==> config.mk <==
export PLATFORM = sky130hd
export DESIGN_NAME = waveform_pwm_dac
export DESIGN_NICKNAME = d
export VERILOG_FILES = /design/src/rtl/pwm_dac_pkg.sv /design/src/rtl/clk_enable_divider.sv /design/src/rtl/waveform_pwm_dac.sv
export SDC_FILE = /design/constraint.sdc
export NUM_CORES = 1
export LEC_CHECK = 0
export BUFFER_PORTS_ARGS = -buffer_cell sky130_fd_sc_hd__buf_2
export CAP_MARGIN = 20
export CORE_ASPECT_RATIO = 1.25
export CORE_UTILIZATION = 45
export DETAILED_ROUTE_END_ITERATION = 12
export PLACE_DENSITY = 0.69
export REMOVE_ABC_BUFFERS = 1
export SYNTH_ARGS = -nofsm -noshare
export SYNTH_HDL_FRONTEND = slang
export SYNTH_SLANG_ARGS = --single-unit
==> constraint.sdc <==
create_clock -name clk -period 2 [get_ports clk]
set_input_delay 0.1 -clock clk [delete_from_list [all_inputs] [get_ports clk]]
set_output_delay 0.1 -clock clk [all_outputs]
set_load 0.01 [all_outputs]
==> src/rtl/pwm_dac_pkg.sv <==
// Shared constants and helpers for the waveform PWM DAC output stage.
package pwm_dac_pkg;

  localparam int unsigned DEFAULT_SAMPLE_WIDTH = 8;
  localparam int unsigned DEFAULT_PRESCALE     = 1;

  // A PWM period of 2^width-1 counts lets duty 0 and duty 2^width-1 be exact endpoints.
  function automatic int unsigned pwm_period(input int unsigned width);
    return (32'd1 << width) - 32'd1;
  endfunction

endpackage

==> src/rtl/clk_enable_divider.sv <==
// Clock-enable divider: pulses tick once every PRESCALE enabled clk cycles.
module clk_enable_divider
  import pwm_dac_pkg::*;
#(
  parameter int unsigned PRESCALE = DEFAULT_PRESCALE
) (
  input  logic clk,
  input  logic reset,
  input  logic en,
  output logic tick
);

  localparam int unsigned PW = (PRESCALE > 1) ? $clog2(PRESCALE) : 1;
  localparam logic [PW-1:0] LAST = PW'(PRESCALE - 1);

  logic [PW-1:0] pcnt_q, pcnt_d;

  assign tick = en && (pcnt_q == LAST);

  // Disabled divider parks at zero so re-enabling starts a clean count.
  always_comb begin
    pcnt_d = pcnt_q;
    if (!en || tick) begin
      pcnt_d = '0;
    end else begin
      pcnt_d = pcnt_q + 1'b1;
    end
  end

  always_ff @(posedge clk) begin
    if (reset) begin
      pcnt_q <= '0;
    end else begin
      pcnt_q <= pcnt_d;
    end
  end

endmodule

==> src/rtl/waveform_pwm_dac.sv <==
// 1-bit PWM DAC fed by the function generator; duty is double-buffered and swapped only at period wrap.
module waveform_pwm_dac
  import pwm_dac_pkg::*;
#(
  parameter int unsigned WIDTH    = DEFAULT_SAMPLE_WIDTH,
  parameter int unsigned PRESCALE = DEFAULT_PRESCALE
) (
  input  logic             clk,
  input  logic             reset,
  input  logic             en,
  input  logic [WIDTH-1:0] sample,
  input  logic             sample_valid,
  output logic             sample_ready,
  input  logic             overrun_clr,
  output logic             pwm_out,
  output logic             period_start,
  output logic             overrun
);

  localparam logic [WIDTH-1:0] CNT_LAST = WIDTH'(pwm_period(WIDTH) - 1);

  logic             tick;
  logic             wrap;
  logic             accept;
  logic             drop;
  logic [WIDTH-1:0] cnt_q, cnt_d;
  logic [WIDTH-1:0] duty_q, duty_d;
  logic [WIDTH-1:0] pending_q, pending_d;
  logic             pendingFull_q, pendingFull_d;
  logic             overrun_q, overrun_d;
  logic             pwmOut_q, pwmOut_d;
  logic             periodStart_q, periodStart_d;

  clk_enable_divider #(
    .PRESCALE(PRESCALE)
  ) u_divider (
    .clk  (clk),
    .reset(reset),
    .en   (en),
    .tick (tick)
  );

  assign wrap         = tick && (cnt_q == CNT_LAST);
  assign accept       = sample_valid && !pendingFull_q;
  assign drop         = sample_valid && pendingFull_q;
  assign sample_ready = !pendingFull_q;
  assign pwm_out      = pwmOut_q;
  assign period_start = periodStart_q;
  assign overrun      = overrun_q;

  // While disabled the pending sample is pushed straight into duty so enabling uses the latest value.
  always_comb begin
    cnt_d         = cnt_q;
    duty_d        = duty_q;
    pending_d     = pending_q;
    pendingFull_d = pendingFull_q;
    overrun_d     = overrun_q;
    if (!en || wrap) begin
      cnt_d = '0;
    end else if (tick) begin
      cnt_d = cnt_q + 1'b1;
    end
    if (pendingFull_q && (!en || wrap)) begin
      duty_d        = pending_q;
      pendingFull_d = 1'b0;
    end
    if (accept) begin
      pending_d     = sample;
      pendingFull_d = 1'b1;
    end
    if (drop) begin
      overrun_d = 1'b1;
    end else if (overrun_clr) begin
      overrun_d = 1'b0;
    end
    pwmOut_d      = en && (cnt_q < duty_q);
    periodStart_d = en && wrap;
  end

  always_ff @(posedge clk) begin
    if (reset) begin
      cnt_q         <= '0;
      duty_q        <= '0;
      pending_q     <= '0;
      pendingFull_q <= 1'b0;
      overrun_q     <= 1'b0;
      pwmOut_q      <= 1'b0;
      periodStart_q <= 1'b0;
    end else begin
      cnt_q         <= cnt_d;
      duty_q        <= duty_d;
      pending_q     <= pending_d;
      pendingFull_q <= pendingFull_d;
      overrun_q     <= overrun_d;
      pwmOut_q      <= pwmOut_d;
      periodStart_q <= periodStart_d;
    end
  end

endmodule

==> reports/metrics.cfg, run 1 <==
[status]
status=finished, final reports clean

[sta]
finalClockSkew_ps=6.98
final.min_clock_period_ps=1730
rsz0062_at_grt=false
fmax_mhz=578
whs_ps=18.3
drv_slew=0
fin_crit_sh_pct=86.6
max_slew_margin_pct=62.7
tightest_slew_ps=558
setup_viol=0
setup-tns-final_ps=0
hold_viol=0

[synth]
synth_area_per_cell_um2=9.37
ys_top_cells_by_area=dfxtp_1 (46%), ha_1 (8.8%), nand2_1 (6.5%)
synth_cell_type_count=36
synth_seq_area_share_pct=45.6
netlist.area_leader.share_pct=45.6
syn_inst=136
yosysWarnings=0
synth.largest_area_cell=dfxtp_1
ys_seq_elements=29
syn_area_um2=1270

[clock_network]
cts-htree-levels=2
cts_buffer_depth=2
numCtsBuffers=5
postCtsSetupBuffers=0
cts.clk_slew.worst_paths_ps=80
cts_tree=built
cts_resized=0
cts.sinks=29
clock_latency_ps=330
cts-root-buf=clkbuf_4

[worst_setup_path]
worstSetupStartpointType=flip-flop
crit_path_max_fanout=8
slowest_stage=dfxtp_1
arrival_ps=2000
critPathCaptureType=flip-flop
cpLargestDelayFamily=compound AO/OA/AOI/OAI gates
critPathKind=flip-flop to flip-flop
crit_chain=inv_1 -> ha_1 -> and3_1 -> a41o_2 -> o21ai_2 -> a22o_1
slowest_delay_ps=450
path_buf_inv=1
worst_ep_required_time_ps=2270

[job]
drv_cap=0

[power]
leakage_nw=0.609
powerDensity_nw_per_um2=694
vdd_ir_drop_max_uv=594

[placed_design]
hpwl_um=1780
routabilityCongestion=0.822
port_buffers=16

[global_route]
first_global_vias=1003
grt_max_degree=16
grt_pass1_wl_um=4040
grt_overflow=0
grt.total_usage_pct=18.6
grt_antenna_before_repair=0

[route]
drtIter0Drc=26
via_count=1043
drcViolationCount=0
drtAntennaViolNets=0
avgRoutedWirePerCell_um=12.3
drt-pass1-iter-count=4
wl_um=2440
vias_per_cell=5.27

[floorplan]
ioPinCount=17
die_w_um=49.6
initial_utilization_pct=47.5
dieArea_um2=3050
core_um2=2680
rows=21
die_h_um=61.5

[layout]
layout.nets=186
n_fill_cell=245
area_delta_synth_final_pct=18.9
drive_gt1_share_pct=16.5
num_antenna_cells=0

[hold_path]
hold_class=primary input to flip-flop

## flip-flops by register name, summed over array words and instances, names as in the netlist
name / count
cnt_q: 8
duty_q: 8
pending_q: 8
overrun: 1
pendingFull_q: 1
period_start: 1
pwm_out: 1
u_divider.pcnt_q: 1
## Yosys cell counts
library cell / number
dfxtp_1: 29
nand2_1: 22
a21oi_1: 13
inv_1: 10
ha_1: 9
a22o_1: 8
nor2_1: 8
nor2b_1: 3
xnor2_1: 3
nand2b_1: 2
nand4_1: 2
or4_1: 2
xor2_1: 2
a211oi_1: 1
a211oi_4: 1
a21o_1: 1
a31oi_1: 1
a41o_2: 1
and3_1: 1
and4b_4: 1
buf_1: 1
clkbuf_1: 1
conb_1: 1
nand3_1: 1
nand4_4: 1
nand4b_1: 1
nor3_1: 1
nor4_1: 1
o211ai_1: 1
o21a_1: 1
o21ai_0: 1
o21ai_2: 1
o311a_1: 1
o31ai_1: 1
or2b_1: 1
or3b_1: 1
## cell usage in the layout, fill, tap and decap left out, types with 2 or more instances in the layout
| cell | count |
|---|---|
| dfxtp_1 | 29 |
| clkbuf_4 | 5 |
| xnor2_1 | 3 |
| nand4_1 | 2 |
| nor2_1 | 8 |
| nor2b_1 | 3 |
| dlygate4sd3_1 | 7 |
| xor2_1 | 2 |
| buf_2 | 16 |
| nand2_1 | 22 |
| or4_1 | 2 |
| inv_1 | 10 |
| nand2b_1 | 2 |
| a22o_1 | 8 |
| ha_1 | 9 |
| a21oi_1 | 13 |
## what timing repair did
| action | in CTS | in global routing |
|---|---|---|
| hold buffers | 7 | 0 |
| setup endpoints to repair | 0 | 0 |
| endpoints found under the hold margin | 7 | 0 |
## worst paths after layout
check	startpoint	end	slack, ps	depth (start not counted)
min reg2reg	pending_q[5]	pending_q[5]	460	2
min	sample[1]	pending_q[1]	20	3
max reg2reg	cnt_q[0]	duty_q[7]	270	6
max	cnt_q[0]	duty_q[7]	270	6
## logic make-up (layout without fill, tap and decap cells)
family	count (synthesis)	in the layout	synth area share, %
adders and majority gates	9	9	8.84
AOI/OAI and AO/OA	32	32	18.4
other	1	1	0.294
and+or+nand+nor	48	48	19.9
DFF	29	29	45.6
buffers and inverters	12	40	3.54
xor gates and xnor gates	5	5	3.44
## layout make-up
| class | count | area [um^2] | area share, % |
|---|---|---|---|
| clock buffer | 7 | 55.1 | 3.64 |
| multi-input combinational | 95 | 648 | 42.8 |
| sequential | 29 | 581 | 38.3 |
| tap | 34 | 42.5 | 2.81 |
| inverter | 10 | 37.5 | 2.48 |
| timing repair buffer | 23 | 150 | 9.92 |
## power breakdown
part | switching (W) | internal (W) | leakage, nW | total [W]
sequential | 0.0000117 | 0.000595 | 0.236 | 0.000607
combinational | 0.0000474 | 0.0000428 | 0.342 | 0.0000902
clock | 0.000188 | 0.000166 | 0.0314 | 0.000354
total | 0.000247 | 0.000804 | 0.609 | 0.00105
## worst min-delay path, cell delays in order
cell and delay [ps]:
buf_2 90, nand2_1 50, a21oi_1 50
## per-layer routing
metal	up-vias	global-route usage (%)	routed length (um)
li1	536	-	-
met1	469	18.0	1060
met2	24	32.6	1180
met3	14	5.19	77
met5	-	0	0
met4	0	17.1	121
## through the flow
stage / setup slack [ps] / util, % / power [W] / std cells / area, um^2
3_5_place_dp: 302 / 51.8 / 0.000700 / 184 / 1390
4_1_cts: 280 / 56.5 / 0.00106 / 198 / 1510
2_1_floorplan: 481 / - / 0.000667 / 134 / 1270
5_1_grt: 186 / 56.5 / 0.00109 / 198 / 1510
3_3_place_gp: 367 / 51.8 / 0.000698 / 184 / 1390
6_report: 269 / 56.5 / 0.00105 / 198 / 1510
No activity file was read; power rests on OpenSTA's default activity.
==> run 2: changes to the inputs <==
--- a/config.mk
+++ b/config.mk
@@ -7,10 +7,12 @@
 export LEC_CHECK = 0
 export BUFFER_PORTS_ARGS = -buffer_cell sky130_fd_sc_hd__buf_2
 export CAP_MARGIN = 20
+export CELL_PAD_IN_SITES_DETAIL_PLACEMENT = 0
+export CELL_PAD_IN_SITES_GLOBAL_PLACEMENT = 1
 export CORE_ASPECT_RATIO = 1.25
-export CORE_UTILIZATION = 45
+export CORE_UTILIZATION = 42
 export DETAILED_ROUTE_END_ITERATION = 12
-export PLACE_DENSITY = 0.69
+export PLACE_DENSITY = 0.8
 export REMOVE_ABC_BUFFERS = 1
 export SYNTH_ARGS = -nofsm -noshare
 export SYNTH_HDL_FRONTEND = slang
==> reports/metrics.cfg, run 2 (synthesis results as in run 1) <==
[worst_setup_path]
cp.depth=6  ; unchanged
slowest_delay_ps=430  ; -20 ps
timing.rr.start=cnt_q[0]
reg2regPathDepth=6  ; unchanged
arrival_ps=1950  ; -50 ps
rr_endpoint=duty_q[6]
crit_start=cnt_q[0]
worst_ep_required_time_ps=2260  ; about the same
path_buf_inv=1  ; unchanged
cpLargestDelayFamily=compound AO/OA/AOI/OAI gates
r2r_slack_ps=300  ; +30 ps
worstSetupStartpointType=flip-flop
critPathKind=flip-flop to flip-flop
crit_path_max_fanout=8  ; unchanged
slowest_stage=dfxtp_1
critPathCaptureType=flip-flop
crit_chain=inv_1 -> ha_1 -> and3_1 -> a41o_2 -> o21ai_2 -> a22o_1
critPathCapture=duty_q[6]

[route]
via_count=978  ; -6.2%
drt-pass1-iter-count=4  ; unchanged
drtIter0Drc=7  ; -73%
wl_um=2270  ; -7.2%
drtAntennaViolNets=0  ; unchanged
drcViolationCount=0  ; unchanged
avgRoutedWirePerCell_um=11.7  ; -4.8%
vias_per_cell=5.07  ; -3.8%

[sta]
fin_crit_sh_pct=84.9  ; -1.7 points
tightest_slew_ps=552  ; -5.99 ps
finalClockSkew_ps=9.38  ; +2.40 ps
setup-tns-final_ps=0  ; unchanged
final.min_clock_period_ps=1700  ; -33.4 ps
fmax_mhz=589  ; +2.0%
rsz0062_at_grt=false
max_slew_margin_pct=63.1  ; +0.40 points
setup_viol=0  ; unchanged
hold_viol=0  ; unchanged
drv_slew=0  ; unchanged

[clock_network]
cts.clk_slew.worst_paths_ps=80  ; about the same
clock_latency_ps=320  ; about the same
cts-root-buf=clkbuf_4
postCtsSetupBuffers=0  ; unchanged
cts_resized=0  ; unchanged
numCtsBuffers=5  ; unchanged
cts_buffer_depth=2  ; unchanged
hold_buffers=0  ; -7
cts.sinks=29  ; unchanged
cts-htree-levels=2  ; unchanged
cts_tree=built

[floorplan]
die_h_um=63.6  ; +3.4%
die_w_um=51.3  ; +3.4%
rows=22  ; +4.8%
core_um2=2920  ; +8.9%
initial_utilization_pct=43.7  ; -3.9 points
dieArea_um2=3260  ; +6.9%
ioPinCount=17  ; unchanged

[placed_design]
placed_area_um2=1390  ; +0.18%
port_buffers=16  ; unchanged
dp_cells=186  ; +1.1%
hpwl_um=1720  ; -3.1%
routabilityCongestion=0.797  ; -3.0%

[layout]
top_regs=cnt_q: 8 flops, duty_q: 8 flops, pending_q: 8 flops
utilization_pct=49.6  ; -6.9 points
num_antenna_cells=0  ; unchanged
drive_gt1_share_pct=17.2  ; +0.73 points
final_cell_mix=dfxtp_1 (29), nand2_1 (22), buf_2 (16)
area_delta_synth_final_pct=13.6
final_common_cell=dfxtp_1
postLayoutCellArea_um2=1450  ; -4.5%
final_cells=193  ; -2.5%
layout.nets=179  ; -3.8%

[power]
sw_frac_of_total_pct=22.9  ; -0.59 points
clkPwrFrac_pct=33.4  ; -0.3 points
leakage_nw=0.580  ; -4.8%
vdd_ir_drop_max_uv=563  ; -5.3%
pwr-share-seq_pct=58.9  ; +1.1 points
totalPowerFinal_w=0.00103  ; -1.9%
combPwrFrac_pct=7.7  ; -0.9 points
p_int_w=0.000795  ; -1.1%
powerDensity_nw_per_um2=713  ; +2.7%
p_switching_w=0.000236  ; -4.3%

[global_route]
grt_pass1_wl_um=4080  ; +1.2%
first_global_vias=982  ; -2.1%
grt.total_usage_pct=17.1  ; -1.5 points
grt_max_degree=16  ; unchanged
grt_overflow=0  ; unchanged
grt_antenna_before_repair=0  ; unchanged

[hold_path]
hold_class=primary input to flip-flop

[job]
drv_cap=0  ; unchanged

[status]
status=finished, final reports clean

run 2: cell count changes in the layout (fill, tap and decap cells not counted):
cell | previous run | this run
dlygate4sd3_1 | 7 | 0
run 2: power by group through the flow:
stage          registers (W)  clock network (W)   logic, W
6_report            0.000607           0.000345  0.0000793
5_1_grt             0.000610           0.000394  0.0000913
4_1_cts             0.000607           0.000359  0.0000806
3_5_place_dp        0.000621                  0  0.0000796
3_3_place_gp        0.000620                  0  0.0000779
2_1_floorplan       0.000619                  0  0.0000481
run 2: layer usage:
layer	part of all wire (%)	global-route usage [%]	vias to the layer above
li1	-	-	517
met1	45	18.8	429
met4	4.5	10.8	0
met2	48	26.8	21
met3	3.0	6.52	11
met5	0	0	-
run 2: worst min-delay path by stage:
stage                         to  slack [ps]  cells after the start      start
detailed placement  pending_q[5]         350                      3  sample[5]
global placement    pending_q[7]         340                      3  sample[7]
CTS                 pending_q[3]           5                      3  sample[3]
floorplan                overrun         170                      1      reset
finish              pending_q[0]          20                      3  sample[0]
global route        pending_q[3]          10                      3  sample[3]
run 2: final cells by class:
type	instances	area, um^2
fill	309	1470
multi-input combinational	95	648
sequential	29	581
timing repair buffer	16	80.1
clock buffer	7	55.1
tap	36	45.0
inverter	10	37.5
run 2: tightest hold or removal path: cells and delay by family:
kind | cells | cell delay [ps]
simple gates | 1 | 40
compound gates | 1 | 50
buf+inv | 1 | 90
run 2: per-stage QoR:
step | hold slack (ps) | setup slack [ps]
4_1_cts | 5.38 | 293
6_report | 21.1 | 302
3_3_place_gp | 341 | 367
2_1_floorplan | 169 | 481
3_5_place_dp | 348 | 328
5_1_grt | 12.5 | 173
==> run 3: changes to the inputs <==
==> constraint.sdc (replaced) <==
create_clock -name clk -period 1.74 [get_ports clk]
set_input_delay 0.087 -clock clk [delete_from_list [all_inputs] [get_ports clk]]
set_output_delay 0.087 -clock clk [all_outputs]
set_load 0.01 [all_outputs]
==> reports/metrics.cfg, run 3 (synthesis results as in run 1) <==
[status]
status=finished, final reports clean

[power]
leakage_nw=0.643  ; +11%
p_int_w=0.000973  ; +23%
pwr-share-seq_pct=54.8  ; -4.1 points
totalPowerFinal_w=0.00127  ; +24%
combPwrFrac_pct=8.8  ; +1.1 points
p_switching_w=0.000300  ; +27%
sw_frac_of_total_pct=23.6  ; +0.66 points
clkPwrFrac_pct=36.5  ; +3.1 points
powerDensity_nw_per_um2=809  ; +13%
vdd_ir_drop_max_uv=533  ; -5.4%

[worst_setup_path]
critPathKind=flip-flop to flip-flop
critPathCapture=duty_q[6]
worst_ep_required_time_ps=1970  ; -290 ps
r2r_slack_ps=160  ; -140 ps
rr_endpoint=duty_q[6]
timing.rr.start=cnt_q[1]
crit_path_max_fanout=8  ; unchanged
reg2regPathDepth=5  ; -1
worstSetupStartpointType=flip-flop
crit_start=cnt_q[1]
arrival_ps=1810  ; -140 ps
critPathCaptureType=flip-flop

[route]
drtIter0Drc=26  ; +19
drtAntennaViolNets=0  ; unchanged
via_count=1040  ; +6.3%
avgRoutedWirePerCell_um=12.0  ; +2.1%
vias_per_cell=5.05  ; -0.37%
drt-pass1-iter-count=4  ; unchanged
wl_um=2470  ; +9.0%
drcViolationCount=0  ; unchanged

[hold_path]
hold_class=primary input to flip-flop

[sta]
setup-tns-final_ps=0  ; unchanged
final.min_clock_period_ps=1580  ; -117 ps
max_slew_margin_pct=62.1  ; -1.0 points
finalClockSkew_ps=12.3  ; +2.88 ps
fmax_mhz=632  ; +7.4%
fin_crit_sh_pct=90.9  ; +6.0 points
rsz0062_at_grt=false
setup_viol=0  ; unchanged
hold_viol=0  ; unchanged
drv_slew=0  ; unchanged
tightest_slew_ps=567  ; +15.4 ps

[global_route]
grt_overflow=0  ; unchanged
grt_antenna_before_repair=0  ; unchanged
grt_pass1_wl_um=4480  ; +9.6%
first_global_vias=1043  ; +6.2%
grt_max_degree=15  ; -1
grt.total_usage_pct=19.0  ; +1.9 points

[clock_network]
cts.clk_slew.worst_paths_ps=100  ; +20 ps
cts.sinks=29  ; unchanged
cts_buffer_depth=2  ; unchanged
clock_latency_ps=330  ; about the same
cts-htree-levels=2  ; unchanged
cts-root-buf=clkbuf_4
cts_tree=built
numCtsBuffers=5  ; unchanged

[layout]
postLayoutCellArea_um2=1580  ; +8.9%
final_cell_mix=dfxtp_1 (28), nand2_1 (22), buf_2 (16)
num_antenna_cells=0  ; unchanged
utilization_pct=54.0  ; +4.4 points
layout.nets=191  ; +6.7%
area_delta_synth_final_pct=23.7
top_regs=cnt_q: 8 flops, duty_q: 8 flops, pending_q: 8 flops
final_common_cell=dfxtp_1
drive_gt1_share_pct=19.4  ; +2.2 points
final_cells=206  ; +6.7%

[placed_design]
hpwl_um=1880  ; +9.1%
placed_area_um2=1410  ; +1.1%
dp_cells=188  ; +1.1%
port_buffers=16  ; unchanged
routabilityCongestion=0.768  ; -3.7%

[floorplan]
core_um2=2920  ; unchanged
ioPinCount=17  ; unchanged
die_h_um=63.6  ; unchanged
die_w_um=51.3  ; unchanged
initial_utilization_pct=43.7  ; unchanged
rows=22  ; unchanged
dieArea_um2=3260  ; unchanged

[job]
drv_cap=0  ; unchanged

==> run 3: cell types whose count changed in the layout (fill, tap and decap cells not counted), sizes merged <==
cell	before	now
dlygate4sd3	0	9
buf	16	19
clkinv	0	1
==> run 3: per-stage QoR <==
step	hold WS [ps]	setup slack, ps
3_3_place_gp	328	161
4_1_cts	8.00	47.8
2_1_floorplan	156	221
5_1_grt	45.4	49.3
3_5_place_dp	336	81.1
6_report	27.3	159
==> run 3: worst min path at each step <==
stage,slack (ps),to,from,cells past startpoint
after floorplan,160,overrun,reset,1
after global placement,330,pending_q[0],sample[0],3
after detailed placement,340,pending_q[1],sample[1],3
after CTS,8,overrun,sample_valid,3
after global routing,50,overrun,sample_valid,3
final,30,overrun,sample_valid,3
==> run 3: worst max-delay path, stage by stage (launching register included) <==
cell and delay [ps]:
dfxtp_2 390, ha_1 170, and3_1 220, a41o_2 300, o21ai_2 140, a22o_1 250
==> run 3: repair_timing <==
item / in CTS / in global routing
hold buffers: 9 / 0
hold endpoints to repair: 9 / 0
endpoints found under the setup margin: 0 / 8
resized for setup: 0 / 1
buffers inserted: 0 / 1
==> run 3: power by group through the flow <==
| stage | sequential, W | clock (W) | combinational (W) |
|---|---|---|---|
| after floorplan | 0.000711 | 0 | 0.0000553 |
| final | 0.000698 | 0.000465 | 0.000112 |
| after detailed placement | 0.000713 | 0 | 0.0000956 |
| after global placement | 0.000712 | 0 | 0.0000937 |
| after global routing | 0.000700 | 0.000503 | 0.000128 |
| after CTS | 0.000698 | 0.000481 | 0.000111 |
==> run 3: area by class of cell <==
cell class / instances / area [um^2]
Fill cell: 295 / 1340
Multi-Input combinational cell: 95 / 648
Sequential cell: 29 / 582
Timing Repair Buffer: 28 / 193
Clock buffer: 7 / 65.1
Tap cell: 36 / 45.0
Inverter: 10 / 37.5
Clock inverter: 1 / 5.00
==> run 3: per-layer routing <==
| metal | up-vias | global-route usage (%) | part of all wire [%] |
|---|---|---|---|
| li1 | 542 | - | - |
| met1 | 472 | 20.2 | 44 |
| met2 | 18 | 31.7 | 49 |
| met3 | 8 | 6.28 | 3.9 |
| met4 | 0 | 11.1 | 3.2 |
| met5 | - | 0 | 0 |
